--- config.mk ---
export PLATFORM = sky130hd
export DESIGN_NAME = ex_stage
export DESIGN_NICKNAME = d
export VERILOG_FILES = /design/src/rtl/ex_stage.sv
export SDC_FILE = /design/constraint.sdc
export NUM_CORES = 1
export LEC_CHECK = 0
export ABC_AREA = 1
export CORE_ASPECT_RATIO = 1.4
export CORE_MARGIN = 1
export CORE_UTILIZATION = 47
export DETAILED_ROUTE_END_ITERATION = 10
export GPL_TIMING_DRIVEN = 0
export PLACE_DENSITY = 0.72
export SETUP_SLACK_MARGIN = 0.5
export SYNTH_ARGS = -nofsm -noshare
export SYNTH_HDL_FRONTEND = slang
export SYNTH_SLANG_ARGS = --single-unit
--- constraint.sdc ---
create_clock -name clk -period 4.3 [get_ports clk]
set_clock_uncertainty 0.15 [all_clocks]
set_input_delay 0.86 -clock clk [delete_from_list [all_inputs] [get_ports clk]]
set_output_delay 0.86 -clock clk [all_outputs]
set_load 0.01 [all_outputs]
--- src/rtl/ex_stage.sv ---
// Execute stage: 16-bit ALU, operand muxing and EX/MEM output registers.
// Optional EX_SAT_EN: ADD/SUB/INC saturate on signed overflow instead of wrapping.
module ex_stage #(
    parameter int W = 16
) (
    input  logic         clk,
    input  logic         rst,
    input  logic         stall,
    input  logic         in_valid,
    input  logic [15:0]  instr,
    input  logic [W-1:0] alu1,
    input  logic [W-1:0] alu2,
    output logic [W-1:0] result,
    output logic [W-1:0] rt_out,
    output logic         out_valid,
    output logic         z,
    output logic         v,
    output logic         n
);

    typedef enum logic [3:0] {
        OP_ADD  = 4'h0,
        OP_SUB  = 4'h1,
        OP_NAND = 4'h2,
        OP_XOR  = 4'h3,
        OP_INC  = 4'h4,
        OP_SRA  = 4'h5,
        OP_SRL  = 4'h6,
        OP_SLL  = 4'h7,
        OP_SW   = 4'h8,
        OP_LW   = 4'h9,
        OP_LHB  = 4'hA,
        OP_LLB  = 4'hB,
        OP_B    = 4'hC,
        OP_CALL = 4'hD,
        OP_RET  = 4'hE,
        OP_HLT  = 4'hF
    } op_t;

    op_t        op;
    logic [3:0] imm4;
    logic [7:0] imm8;
    logic [15:0] sext4;
    logic [15:0] sext8;

    assign op    = op_t'(instr[15:12]);
    assign imm4  = instr[3:0];
    assign imm8  = instr[7:0];
    assign sext4 = {{12{imm4[3]}}, imm4};
    assign sext8 = {{8{imm8[7]}}, imm8};

    // Shared adder for the arithmetic ops that report overflow; SUB adds ~b + 1.
    logic [15:0] add_a;
    logic [15:0] add_b;
    logic        add_cin;
    logic [15:0] add_sum;
    logic        add_ovf;
    logic        arith_op;

    always_comb begin
        add_a   = alu1;
        add_b   = alu2;
        add_cin = 1'b0;
        case (op)
            OP_SUB: begin
                add_b   = ~alu2;
                add_cin = 1'b1;
            end
            OP_INC:  add_b = sext4;
            default: add_b = alu2;
        endcase
    end

    assign add_sum  = add_a + add_b + {15'd0, add_cin};
    assign add_ovf  = (add_a[15] == add_b[15]) && (add_sum[15] != add_a[15]);
    assign arith_op = (op == OP_ADD) || (op == OP_SUB) || (op == OP_INC);

    logic [15:0] arith_res;

`ifdef EX_SAT_EN
    // On overflow the wrapped sign is inverted, so a negative-looking sum means + overflow.
    always_comb begin
        arith_res = add_sum;
        if (add_ovf)
            arith_res = add_sum[15] ? 16'h7FFF : 16'h8000;
    end
`else
    assign arith_res = add_sum;
`endif

    logic [15:0] sra_res;
    logic [15:0] srl_res;
    logic [15:0] sll_res;
    logic [15:0] mem_addr;

    assign sra_res  = 16'($signed(alu1) >>> imm4);
    assign srl_res  = alu1 >> imm4;
    assign sll_res  = alu1 << imm4;
    assign mem_addr = alu2 + sext8;

    logic [15:0] res_nxt;
    logic        v_nxt;
    logic        flag_upd;

    always_comb begin
        res_nxt = 16'h0000;
        case (op)
            OP_ADD, OP_SUB, OP_INC: res_nxt = arith_res;
            OP_NAND: res_nxt = ~(alu1 & alu2);
            OP_XOR:  res_nxt = alu1 ^ alu2;
            OP_SRA:  res_nxt = sra_res;
            OP_SRL:  res_nxt = srl_res;
            OP_SLL:  res_nxt = sll_res;
            OP_SW, OP_LW: res_nxt = mem_addr;
            OP_LHB:  res_nxt = {imm8, alu1[7:0]};
            OP_LLB:  res_nxt = {alu1[15:8], imm8};
            OP_B:    res_nxt = alu1;
            OP_CALL: res_nxt = alu1 - 16'd1;
            OP_RET:  res_nxt = alu1 + 16'd1;
            OP_HLT:  res_nxt = 16'h0000;
            default: res_nxt = 16'h0000;
        endcase
    end

    assign v_nxt    = arith_op && add_ovf;
    assign flag_upd = in_valid && !instr[15];

    always_ff @(posedge clk) begin
        if (rst) begin
            result    <= '0;
            rt_out    <= '0;
            out_valid <= 1'b0;
            z         <= 1'b0;
            v         <= 1'b0;
            n         <= 1'b0;
        end else if (!stall) begin
            result    <= res_nxt;
            rt_out    <= alu1;
            out_valid <= in_valid;
            if (flag_upd) begin
                z <= (res_nxt == 16'h0000);
                n <= res_nxt[15];
                v <= v_nxt;
            end
        end
    end

endmodule

==> summary.txt <==
Run status
  – Status: finished, final reports clean

Setup path
  – CP Launch Type: primary input
  – Stages on worst setup path: 16
  – CP delay by family, top: simple AND/OR/NAND/NOR gates
  – WP data required: 4.36 ns
  – Worst R2R Path Depth: 2
  – Critical path buffers and inverters: 2
  – Crit-path slowest cell: clkdlybuf4s50_1
  – Max incr delay on CP: 0.77 ns
  – Crit Path Max Fanout: 7
  – Setup crit end kind: register
  – Most frequent CP cell: nor2_1
  – CP arrival: 3.84 ns
  – Critical path cell sequence: clkdlybuf4s50_1 > ha_1 > nand2_1 > nor2_1 > nand3_1 > nand3_1 > nand2_1 > inv_1 > nor2_1 > nor2_1 > nand3_1 > nor2_1 > nand4_1 > nor2_1 > nor2_1 > nor2_1
  – Crit path kind: in2reg

Logic synthesis
  – Post-Synth Simple-Gate Area: 52.4%
  – Yosys top cell by area: nand2_1
  – Netlist cell types: 38
  – Syn_nets: 1373
  – Most area-consuming cells after synthesis: nand2_1 (24%), nand3_1 (14%), ha_1 (12%)
  – Largest family of logic cells by synthesized area: simple AND/OR/NAND/NOR gates
  – Xor and xnor area share after synthesis: 0.787%
  – Compound-cell area share of the yosys netlist: 14.1%
  – Synthesized cell area: 6680 um^2
  – Gate Count Post-Synth: 1254
  – Synth Area per Inst: 5.33 um^2
  – YS warnings: 0
  – Synth Area in Adders: 12.9%
  – Post-synth top area share: 24.4%
  – Register area share after synthesis: 10.8%
  – Post-synth EDFFs: 0
  – Mux contribution to synthesized area: 0%
  – Ys flop type: dfxtp_1
  – FF+latch count, synth: 36
  – Async SR Flop Fraction: 0%

GRT
  – Initial antenna violation count: 0
  – Vias in the first global route: 8018
  – Grt ovf: 0
  – Pin count of the biggest net entering global routing: 21
  – First-pass GRT wire length: 43.2 mm
  – Total GRT Usage: 39.2%

Timing
  – Hold WS: 0.318 ns
  – Worst setup margin: 0.524 ns
  – Final Hold Vio Count: 0
  – Worst slew pin tran: 0.907 ns
  – Setup TNS Final: 0 ns
  – Slew HR: 39.5%
  – Max Clock Freq: 0.265 GHz
  – Final setup vio count: 0
  – Min Tclk post-route: 3.78 ns
  – RSZ-0062 raised after global routing: true
  – Pins Over Slew Limit: 0
  – Final worst path period share: 87.8%

Clock tree
  – Clock root buffer: clkbuf_16
  – Total clock buffers created by CTS: 5
  – Max Root-Sink Buffers: 2
  – Clock tree from TritonCTS: built
  – Clock-pin slew on the worst setup and hold paths: 0.05 ns
  – H-tree depth: 2
  – Clock Latency Late Sink: 0.27 ns
  – Clk sinks: 36

Power
  – Leakage: 4.26 nW
  – Final total power: 1.73 mW
  – VDD IR max: 0.206 mV
  – Power per cell area: 209 nW/um^2

Floorplanning
  – # IOs: 88
  – Horiz. Die Dim: 103 um
  – Die Ht: 143 um
  – Core Box Area: 13900 um^2
  – Die area: 14700 um^2
  – FP Rows: 51
  – Initial Utilization: 48.0%

Final layout
  – Post-route insts no fill: 1550
  – Ant diodes: 0
  – Multi-input gate area: 5490 um^2
  – Layout area overhead: 24.2%
  – Final net count: 1483
  – Fillers: 1534
  – Util after Layout: 59.6%
  – Register Area: 721 um^2
  – Fin area: 8300 um^2
  – Share of layout cells above drive strength 1: 7.33%

Min path
  – Min-delay worst type: reg2reg
  – Hold path depth: 2

Placement
  – Post-DP HPWL: 22.5 mm
  – Placer Congestion: 1.10
  – Post-DP Area: 7740 um^2
  – Dpl cells: 1521
  – IO buf count: 82
  – Post-Place Worst Slack: -0.994 ns

Drt
  – WL final: 28.8 mm
  – Final ANT Viol Nets: 0
  – DRC viols: 0
  – Wire length per cell: 18.6 um
  – DRT Pass-1 Iters: 5
  – Drt via density: 5.82
  – Starting DRT DRC Count: 785
  – Via count: 9024

Job
  – Max cap viols: 0
[layout by cell type, fill, tap and decap left out, drive strengths merged, types with 2 or more instances in the layout]
cell type / count
nand4: 21
a21o: 2
ha: 64
nand3b: 16
or2: 9
inv: 118
nand2: 436
a21oi: 68
o21bai: 5
o22ai: 2
clkbuf: 26
nand3: 185
nor2: 142
and2: 3
dlymetal6s2s: 7
o31ai: 2
clkinv: 2
o211ai: 26
clkdlybuf4s50: 69
xor2: 6
buf: 44
fa: 3
o21ai: 56
dfxtp: 36
nor3: 9
[worst register-to-register path, delay by kind of cell, from the launching register on]
family	cells	cell delay, ns
AOI/OAI and AO/OA	2	0.32
DFF	1	0.31
[Yosys cell counts (2+ instances only)]
master    count
nand2_1     434
nand3_1     184
nor2_1      137
inv_1       115
a21oi_1      68
ha_1         64
o21ai_0      56
dfxtp_1      36
o211ai_1     25
clkbuf_1     22
nand4_1      21
nand3b_1     16
buf_2        10
nor3_1        9
or2_2         8
xor2_1        6
buf_1         5
o21bai_1      5
nor2_2        4
and2_1        3
fa_1          3
inv_2         3
a21o_1        2
nand2_2       2
o22ai_1       2
o31ai_1       2
[worst paths after layout]
path | from | end | slack (ns)
worst max-delay path | alu1[7] | z$_SDFFE_PP0P_ | 0.52
worst max register to register | result[3]$_SDFFE_PP0N_ | result[3]$_SDFFE_PP0N_ | 3.39
worst min register to register | out_valid$_SDFFE_PP0N_ | out_valid$_SDFFE_PP0N_ | 0.32
worst min-delay path | out_valid$_SDFFE_PP0N_ | out_valid$_SDFFE_PP0N_ | 0.32
[state kept, by name, indices dropped and copies added (netlist names)]
name / cells
n: 1
rt_out: 16
out_valid: 1
result: 16
z: 1
v: 1
[layer usage]
layer,up-vias,track usage [%],part of all wire [%],routed length (um)
li1,4382,-,-,-
met1,4042,47.2,38,11000
met2,466,63.0,44,12700
met3,134,6.51,9.1,2620
met4,0,26.5,8.5,2460
met5,-,0,0,0
[timing repair]
item                       in CTS  in global routing
pin swaps                      14                 19
hold buffers                    0                  0
setup endpoints to repair      18                  8
gates resized for setup        67                 46
setup buffers                  13                  8
[final cells by class]
type,count,share of cell area (%)
well taps,185,2.79
flip-flops and latches,36,8.69
plain buffers,38,2.58
inverters,119,5.48
repair buffers,103,12.3
clock buffers,6,1.55
multi-input cells,1061,66.2
clock inverters,2,0.422
[report_power, final]
part / internal, mW / total [mW] / switching, mW / leakage, nW
Sequential: 0.359 / 0.373 / 0.0142 / 0.298
Combinational: 0.348 / 0.954 / 0.606 / 3.88
Clock: 0.272 / 0.405 / 0.133 / 0.0808
[kinds of logic after synthesis]
family	count (synthesis)
xor+xnor	6
fa+ha+maj	67
flops	36
buf+inv	157
compound gates	166
simple gates	822
Power figures use the tool's default switching activity.
